===== src/rtl/cache_evict_fill.sv =====
// Miss sequencer: latches victim way, writes back a dirty victim, fetches the new line, then updates tags.
// Optional CACHE_EVICT_FILL_PERF_EN adds MissCount/WritebackCount performance counters.
module cache_evict_fill #(
    parameter int NUMWAYS   = 4,
    parameter int PALEN     = 32,
    parameter int LINELEN   = 256,
    parameter int BUSWIDTH  = 64,
    parameter int OFFSETLEN = 5
) (
    input  logic                            clk,
    input  logic                            reset,
    input  logic                            CacheMiss,
    input  logic                            FlushStage,
    input  logic [PALEN-1:0]                PAdr,
    input  logic [NUMWAYS-1:0]              VictimWay,
    input  logic                            VictimDirty,
    input  logic [PALEN-1:0]                VictimAdr,
    output logic                            BusReq,
    output logic                            BusWrite,
    output logic [PALEN-1:0]                BusAdr,
    input  logic                            BusAck,
    output logic [$clog2(LINELEN/BUSWIDTH)-1:0] BeatCount,
    output logic [NUMWAYS-1:0]              FillWayEn,
    output logic                            SetValid,
    output logic                            ClearDirty,
    output logic                            LRUWriteEn,
    output logic [NUMWAYS-1:0]              SelWay,
`ifdef CACHE_EVICT_FILL_PERF_EN
    output logic [31:0]                     MissCount,
    output logic [31:0]                     WritebackCount,
`endif
    output logic                            Stall
);

    localparam int BEATS    = LINELEN / BUSWIDTH;
    localparam int BEATBITS = $clog2(BEATS);
    localparam int LINEBITS = PALEN - OFFSETLEN;
    localparam int BEATSH   = OFFSETLEN - BEATBITS;

    localparam logic [1:0] IDLE      = 2'd0;
    localparam logic [1:0] WRITEBACK = 2'd1;
    localparam logic [1:0] FETCH     = 2'd2;
    localparam logic [1:0] UPDATE    = 2'd3;

    logic [1:0]          state;
    logic [BEATBITS-1:0] beatcnt;
    logic [NUMWAYS-1:0]  wayreg;
    logic [LINEBITS-1:0] fetchadr;
    logic [LINEBITS-1:0] wbadr;
    logic [LINEBITS-1:0] lineadr;
    logic                accept;
    logic                lastbeat;
    logic                inburst;
    logic                unused_lowbits;

    assign accept   = (state == IDLE) & CacheMiss & ~FlushStage;
    assign inburst  = (state == WRITEBACK) | (state == FETCH);
    assign lastbeat = BusAck & (beatcnt == BEATBITS'(BEATS - 1));
    assign unused_lowbits = ^{PAdr[OFFSETLEN-1:0], VictimAdr[OFFSETLEN-1:0]};

    always_ff @(posedge clk) begin
        if (!reset) begin
            state    <= IDLE;
            beatcnt  <= '0;
            wayreg   <= '0;
            fetchadr <= '0;
            wbadr    <= '0;
        end else begin
            unique case (state)
                IDLE: begin
                    if (accept) begin
                        wayreg   <= VictimWay;
                        fetchadr <= PAdr[PALEN-1:OFFSETLEN];
                        wbadr    <= VictimAdr[PALEN-1:OFFSETLEN];
                        state    <= VictimDirty ? WRITEBACK : FETCH;
                    end
                end
                WRITEBACK: begin
                    if (BusAck) beatcnt <= beatcnt + 1'b1;
                    if (lastbeat) state <= FETCH;
                end
                FETCH: begin
                    if (BusAck) beatcnt <= beatcnt + 1'b1;
                    if (lastbeat) state <= UPDATE;
                end
                UPDATE: state <= IDLE;
            endcase
        end
    end

    // Beat index sits just above the bus-word byte offset within the line
    assign lineadr   = (state == WRITEBACK) ? wbadr : fetchadr;
    assign BusAdr    = {lineadr, {OFFSETLEN{1'b0}}}
                     | (PALEN'(beatcnt) << BEATSH);
    assign BusReq    = inburst;
    assign BusWrite  = (state == WRITEBACK);
    assign BeatCount = beatcnt;
    assign FillWayEn = (state == FETCH && BusAck) ? wayreg : '0;
    assign SetValid   = (state == UPDATE);
    assign ClearDirty = (state == UPDATE);
    assign LRUWriteEn = (state == UPDATE);
    assign SelWay    = (state == IDLE) ? VictimWay : wayreg;
    assign Stall     = (state == IDLE) ? (CacheMiss & ~FlushStage) : 1'b1;

`ifdef CACHE_EVICT_FILL_PERF_EN
    always_ff @(posedge clk) begin
        if (!reset) begin
            MissCount      <= '0;
            WritebackCount <= '0;
        end else if (accept) begin
            MissCount <= MissCount + 32'd1;
            if (VictimDirty) WritebackCount <= WritebackCount + 32'd1;
        end
    end
`endif

endmodule

===== config.mk =====
export PLATFORM = sky130hd
export DESIGN_NAME = cache_evict_fill
export DESIGN_NICKNAME = d
export VERILOG_FILES = /design/src/rtl/cache_evict_fill.sv
export SDC_FILE = /design/constraint.sdc
export NUM_CORES = 1
export LEC_CHECK = 0
export CORE_MARGIN = 5
export CORE_UTILIZATION = 32
export CTS_BUF_LIST = sky130_fd_sc_hd__clkbuf_4 sky130_fd_sc_hd__clkbuf_8
export DETAILED_ROUTE_END_ITERATION = 12
export HOLD_SLACK_MARGIN = 0.03
export PLACE_DENSITY = 0.67
export REMOVE_ABC_BUFFERS = 1
export SETUP_SLACK_MARGIN = 0.05
export SKIP_LAST_GASP = 1
export SLEW_MARGIN = 20
export SYNTH_ARGS = -nofsm -noshare
export SYNTH_HDL_FRONTEND = slang
export SYNTH_SLANG_ARGS = --single-unit

===== constraint.sdc =====
create_clock -name clk -period 1.92 [get_ports clk]
set_input_delay 0.384 -clock clk [delete_from_list [all_inputs] [get_ports clk]]
set_output_delay 0.384 -clock clk [all_outputs]
set_load 0.1 [all_outputs]

==> metrics.yaml, run 1 <==
status:
  outcome: "complete, but fails checks"
  violations: "negative setup slack"
cells_and_area:
  stdcell_count: 549
  antenna_cells: 0
  drive_gt1_frac: 0.265
  syn_to_final_growth_pct: 69.1
  nets: 515
  postLayoutCoreUtil: 0.556
setup_path:
  crit_end: "BusAdr[17]"
  reg2reg_to: "fetchadr[8]"
  regToRegStartpoint: "state[0]"
  r2r_slack_ps: 210
  critPathTopFamily: "buffers and inverters"
  critPathRequiredTime_ps: 1540
  path_depth: 6
  critPathBufInv: 4
  r2r_cells: 7
  worst_path_most_repeated_cell: "buf_12"
  worstPathMaxFanout: 8
  slowest_stage: "dfxtp_2"
  cp.arrival_ps: 1650
  start_kind: "flop"
  critPathLaunch: "state[1]"
  cp_cell_sequence: "inv_2 > ha_4 > buf_12 > buf_12 > mux2_4 > buf_12"
  critical_path_class: "flop to primary output"
  cp_slowest_stage_delay_ps: 330
  critPathCaptureType: "primary output"
clock_tree:
  clock_latency_ps: 330
  htree_levels: 3
  cts_sinks: 62
  cts_inserted_buffers: 9
  cts_tree: "built"
  path_clk_slew_ps: 70
  cts_hold_buf: 0
  clockRootBuffer: "clkbuf_8"
  clk_path_buf_depth: 2
worst_hold_path:
  hold_class: "flop to flop"
  worstHoldStart: "wbadr[18]"
route:
  drtAntennaViolNets: 0
  viasPerCell: 4.61
  wl_per_cell_um: 13.8
  drc_errors: 0
  num_vias: 2533
  first_pass_iters: 4
  wl_um: 7580
  drt_first_iter_violations: 64
floorplan:
  ios: 122
  die_area_sq_um: 11000
  dieWidth_um: 105
  core_area_sq_um: 8760
  initial_utilization: 0.329
  dieHeight_um: 105
  rows: 34
grt:
  antenna_found_initial: 0
  grt_max_degree: 44
  grt_usage: 0.144
  grt_pass1_vias: 2621
  grt-ovfl-total: 0
  grt_pass1_wl_um: 13000
placement:
  post-dp-hpwl_um: 5230
  place_inst: 527
  gp_congestion: 0.753
  portBuffers: 108
synthesis:
  synth-seq-area-share: 0.431
  netlist_area_sq_um: 2880
  yosysWarnings: 0
  ys_seq_elements: 62
  synthCells: 331
  synthDistinctLibCells: 24
  synth_area_per_cell_sq_um: 8.71
timing:
  skew_ps: 8.70
  hold_slack_ps: 457
  finalCritPeriodShare: 1.06
  final_hold_viol_count: 0
  final.setup.worst_slack_ps: -111
  setup_viol: 28
  slew_viol_final: 0
  rsz0062_at_grt: "yes"
  setup_tns_ps: -2680
  fin_crit_ps: 2030
  fmax_ghz: 0.492
power_and_ir_drop:
  power_leakage_nw: 1.90
  power.total_mw: 7.30
  power.density_nw_per_um2: 1500
  ir_worst_vdd_mv: 0.648
run:
  drv_cap: 0
[kinds of logic (layout without fill, tap and decap cells)]
| kind of cell | after synthesis | after routing | synth area share |
|---|---|---|---|
| other | 1 | 3 | 0.00130 |
| AOI/OAI and AO/OA | 62 | 62 | 0.160 |
| and+or+nand+nor | 133 | 133 | 0.185 |
| DFF | 62 | 62 | 0.431 |
| adders and majority gates | 5 | 5 | 0.0217 |
| buffers and inverters | 33 | 141 | 0.0660 |
| muxes | 34 | 34 | 0.132 |
| xor gates and xnor gates | 1 | 1 | 0.00304 |
[sequential cells by signal, indices dropped and copies added, names as in the netlist]
signal and count:
BeatCount 2, fetchadr 27, state 2, wbadr 27, wayreg 4
[area by class of cell]
| class | instances | area [sq um] |
|---|---|---|
| timing repair buffer | 123 | 1700 |
| sequential | 62 | 1240 |
| clock buffer | 13 | 166 |
| clock inverter | 3 | 42.5 |
| fill | 785 | 3890 |
| inverter | 2 | 7.51 |
| multi-input combinational | 238 | 1580 |
| tap | 108 | 135 |
[what timing repair did]
item                                   4_1_cts  5_1_grt
buffers inserted                             5        0
gates resized for setup                     36        1
setup endpoints to repair                   32       38
cloned                                       2        0
endpoints found under the hold margin        0        0
[placed cells by master, fill, tap and decap left out, types with 5 or more instances in the layout]
cell type	n
buf_4	10
nand2_1	122
clkbuf_8	11
clkdlybuf4s50_1	62
buf_12	48
mux2_4	27
mux2_2	5
a21boi_1	20
dfxtp_1	60
a21boi_0	39
[stage by stage]
| stage | setup slack, ps | instance area, sq um |
|---|---|---|
| CTS | -130 | 4900 |
| global route | -183 | 4870 |
| finish | -111 | 4870 |
| detailed placement | 99.0 | 4460 |
| global placement | 112 | 4460 |
| floorplan | -992 | 2710 |
[per-layer routing]
metal | wire length, um | vias up | global-route usage
met5 | 0 | - | 0
met4 | 95 | 0 | 0.0466
met3 | 536 | 10 | 0.0506
met2 | 3480 | 84 | 0.220
met1 | 3470 | 1158 | 0.191
li1 | - | 1281 | -
[worst min-delay path, cell delays in order, from the launching register on]
cell and delay [ps]:
dfxtp_1 310, nand2_1 50, a21boi_1 50
[worst min-delay path by stage]
stage                 to  slack (ps)  depth (start not counted)
6_report       wbadr[18]         460                          2
3_3_place_gp    wbadr[9]         440                          2
4_1_cts        wbadr[18]         460                          2
5_1_grt        wbadr[24]         470                          2
3_5_place_dp   wbadr[18]         450                          2
2_1_floorplan  wbadr[10]         430                          2
[Yosys cell counts]
library cell | instances | area, sq um
a21boi_0 | 39 | 293
a21boi_1 | 20 | 150
a21oi_1 | 1 | 5.00
a2bb2oi_1 | 1 | 8.76
and2_1 | 1 | 6.26
and3_1 | 4 | 25.0
and3b_1 | 1 | 8.76
buf_2 | 11 | 55.1
buf_4 | 12 | 90.1
buf_6 | 1 | 11.3
clkbuf_1 | 7 | 26.3
conb_1 | 1 | 3.75
dfxtp_1 | 62 | 1240
ha_1 | 5 | 62.6
inv_1 | 2 | 7.51
mux2_2 | 32 | 360
mux2i_1 | 2 | 20.0
nand2_1 | 122 | 458
nand2b_1 | 1 | 6.26
nand3_1 | 1 | 5.00
nand3b_2 | 1 | 11.3
nor2b_1 | 2 | 12.5
o21ai_0 | 1 | 5.00
xnor2_1 | 1 | 8.76
[where the power goes]
part / switching [mW] / leakage (nW) / internal (mW)
combinational: 2.70 / 1.29 / 1.81
sequential: 0.124 / 0.507 / 1.48
clock: 0.481 / 0.106 / 0.698
total: 3.31 / 1.90 / 3.99
Power figures use the tool's default switching activity.
==> run 2, diff against run 1 <==
--- a/config.mk
+++ b/config.mk
@@ -10,7 +10,7 @@
 export CTS_BUF_LIST = sky130_fd_sc_hd__clkbuf_4 sky130_fd_sc_hd__clkbuf_8
 export DETAILED_ROUTE_END_ITERATION = 12
 export HOLD_SLACK_MARGIN = 0.03
-export PLACE_DENSITY = 0.67
+export PLACE_DENSITY_LB_ADDON = 0.3
 export REMOVE_ABC_BUFFERS = 1
 export SETUP_SLACK_MARGIN = 0.05
 export SKIP_LAST_GASP = 1
==> run 2 against run 1 <==
  * The run still ends with negative setup slack left
  * Flip-flop and latch count unchanged
  * First-iteration DRC count down 47%
  * Non-clock buffer count shrank 4
  * Count of clock-buffer cells in the layout shrank 3
  * Critical endpoint unchanged
==> metrics.yaml, run 2 (synthesized netlist as in run 1, its figures left out) <==
timing:
  final_hold_viol_count: 0  # unchanged
  rsz0062_at_grt: "yes"
  finalCritPeriodShare: 1.05  # -0.00707
  fmax_ghz: 0.496  # +0.67%
  setup_viol: 27  # -3.6%
  fin_crit_ps: 2020  # -13.6 ps
  skew_ps: 9.10  # +0.397 ps
  final.setup.worst_slack_ps: -97.5  # +13.6 ps
  slew_viol_final: 0  # unchanged
  hold_slack_ps: 452  # -4.56 ps
route:
  num_vias: 2471  # -2.4%
  wl_per_cell_um: 13.1  # -5.0%
  viasPerCell: 4.53  # -1.7%
  first_pass_iters: 4  # unchanged
  drt_first_iter_violations: 34  # -47%
  wl_um: 7150  # -5.7%
  drc_errors: 0  # unchanged
  drtAntennaViolNets: 0  # unchanged
clock_tree:
  clockRootBuffer: "clkbuf_8"
  cts_tree: "built"
  path_clk_slew_ps: 70  # about the same
  cts_hold_buf: 0  # unchanged
  clock_latency_ps: 330  # about the same
  cts_inserted_buffers: 9  # unchanged
  cts_sinks: 62  # unchanged
  clk_path_buf_depth: 2  # unchanged
  htree_levels: 3  # unchanged
floorplan:
  dieWidth_um: 105  # unchanged
  ios: 122  # unchanged
  initial_utilization: 0.329  # unchanged
  die_area_sq_um: 11000  # unchanged
  core_area_sq_um: 8760  # unchanged
  dieHeight_um: 105  # unchanged
  rows: 34  # unchanged
power_and_ir_drop:
  ir_worst_vdd_mv: 0.712  # +9.8%
  power_leakage_nw: 1.86  # -2.5%
  power.density_nw_per_um2: 1480  # -1.2%
  power.total_mw: 7.14  # -2.1%
cells_and_area:
  postLayoutCoreUtil: 0.551  # -0.00528
  reg_top3: "fetchadr (27), wbadr (27), wayreg (4)"
  nets: 511  # -0.78%
  antenna_cells: 0  # unchanged
  mostFrequentLayoutCells: "nand2_1 (122), clkdlybuf4s50_1 (62), dfxtp_1 (60)"
  stdcell_count: 545  # -0.73%
  design_area_sq_um: 4830  # -0.95%
  drive_gt1_frac: 0.270  # +0.00472
  syn_to_final_growth_pct: 67.5
  layout_commonest_cell: "nand2_1"
setup_path:
  critPathCaptureType: "primary output"
  start_kind: "flop"
  reg2reg_to: "wbadr[3]"
  regToRegStartpoint: "state[0]"
  critPathRequiredTime_ps: 1540  # about the same
  r2r_cells: 7  # unchanged
  critical_path_class: "flop to primary output"
  worstPathMaxFanout: 8  # unchanged
  cp.arrival_ps: 1630  # -20 ps
  r2r_slack_ps: 370  # +160 ps
worst_hold_path:
  hold_class: "flop to flop"
  worstHoldStart: "wbadr[17]"
  holdPathStages: 2  # unchanged
  hold-path-endpoint: "wbadr[17]"
grt:
  grt_max_degree: 65  # +48%
  grt_pass1_wl_um: 11900  # -8.1%
  grt_usage: 0.132  # -0.0122
  grt_pass1_vias: 2510  # -4.2%
  antenna_found_initial: 0  # unchanged
  grt-ovfl-total: 0  # unchanged
placement:
  placed_area_sq_um: 4520  # +1.4%
  post-dp-hpwl_um: 5030  # -3.8%
  portBuffers: 108  # unchanged
  place_inst: 527  # unchanged
  gp_congestion: 0.750  # -0.44%
status:
  violations: "negative setup slack"
  outcome: "complete, but fails checks"
run:
  drv_cap: 0  # unchanged
-- run 2: how the worst max path moves through the flow --
| stage | slack [ps] | end | from |
|---|---|---|---|
| after floorplan | -990 | BusAdr[10] | state[1] |
| after global placement | 120 | BusAdr[6] | state[0] |
| after detailed placement | 130 | BusAdr[27] | state[0] |
| after CTS | -130 | BusAdr[6] | state[1] |
| after global routing | -160 | BusAdr[18] | state[1] |
| final | -100 | BusAdr[17] | state[1] |
-- run 2: layer usage --
metal,vias to the layer above,track usage,share of wire
met5,-,0,0
met4,0,0.0384,0.0078
met3,4,0.0543,0.065
met2,69,0.214,0.49
met1,1127,0.161,0.43
li1,1271,-,-
-- run 2: stage by stage --
| stage | setup TNS, ps | worst slack [ps] |
|---|---|---|
| floorplan | -45900 | -992 |
| global placement | 0 | 124 |
| detailed placement | 0 | 127 |
| CTS | -3000 | -129 |
| global route | -3920 | -158 |
| finish | -2110 | -97.5 |
-- run 2: report_power, final --
| group | internal [mW] | switching (mW) | total [mW] |
|---|---|---|---|
| Sequential | 1.48 | 0.129 | 1.61 |
| Combinational | 1.78 | 2.64 | 4.42 |
| Clock | 0.609 | 0.500 | 1.11 |
| Total | 3.87 | 3.27 | 7.14 |
-- run 2: worst max-delay path, cell delays in order (launching register included) --
cell and delay (ps):
dfxtp_2 340, inv_4 70, ha_4 180, clkbuf_16 170, mux2_2 370, buf_12 170
-- run 2: final cells by class --
| cell class | instances | area (sq um) |
|---|---|---|
| Timing Repair Buffer | 119 | 1710 |
| Fill cell | 792 | 3940 |
| Multi-Input combinational cell | 238 | 1530 |
| Clock buffer | 10 | 131 |
| Tap cell | 108 | 135 |
| Sequential cell | 62 | 1250 |
| Clock inverter | 6 | 62.6 |
| Inverter | 2 | 12.5 |
-- run 2: what timing repair did --
item                       in CTS  in global routing
gates resized for setup        13                  8
hold endpoints to repair        0                  0
pin swaps                       1                  0
setup endpoints to repair      32                 35
cloned                          0                  1
buffers inserted                1                  0
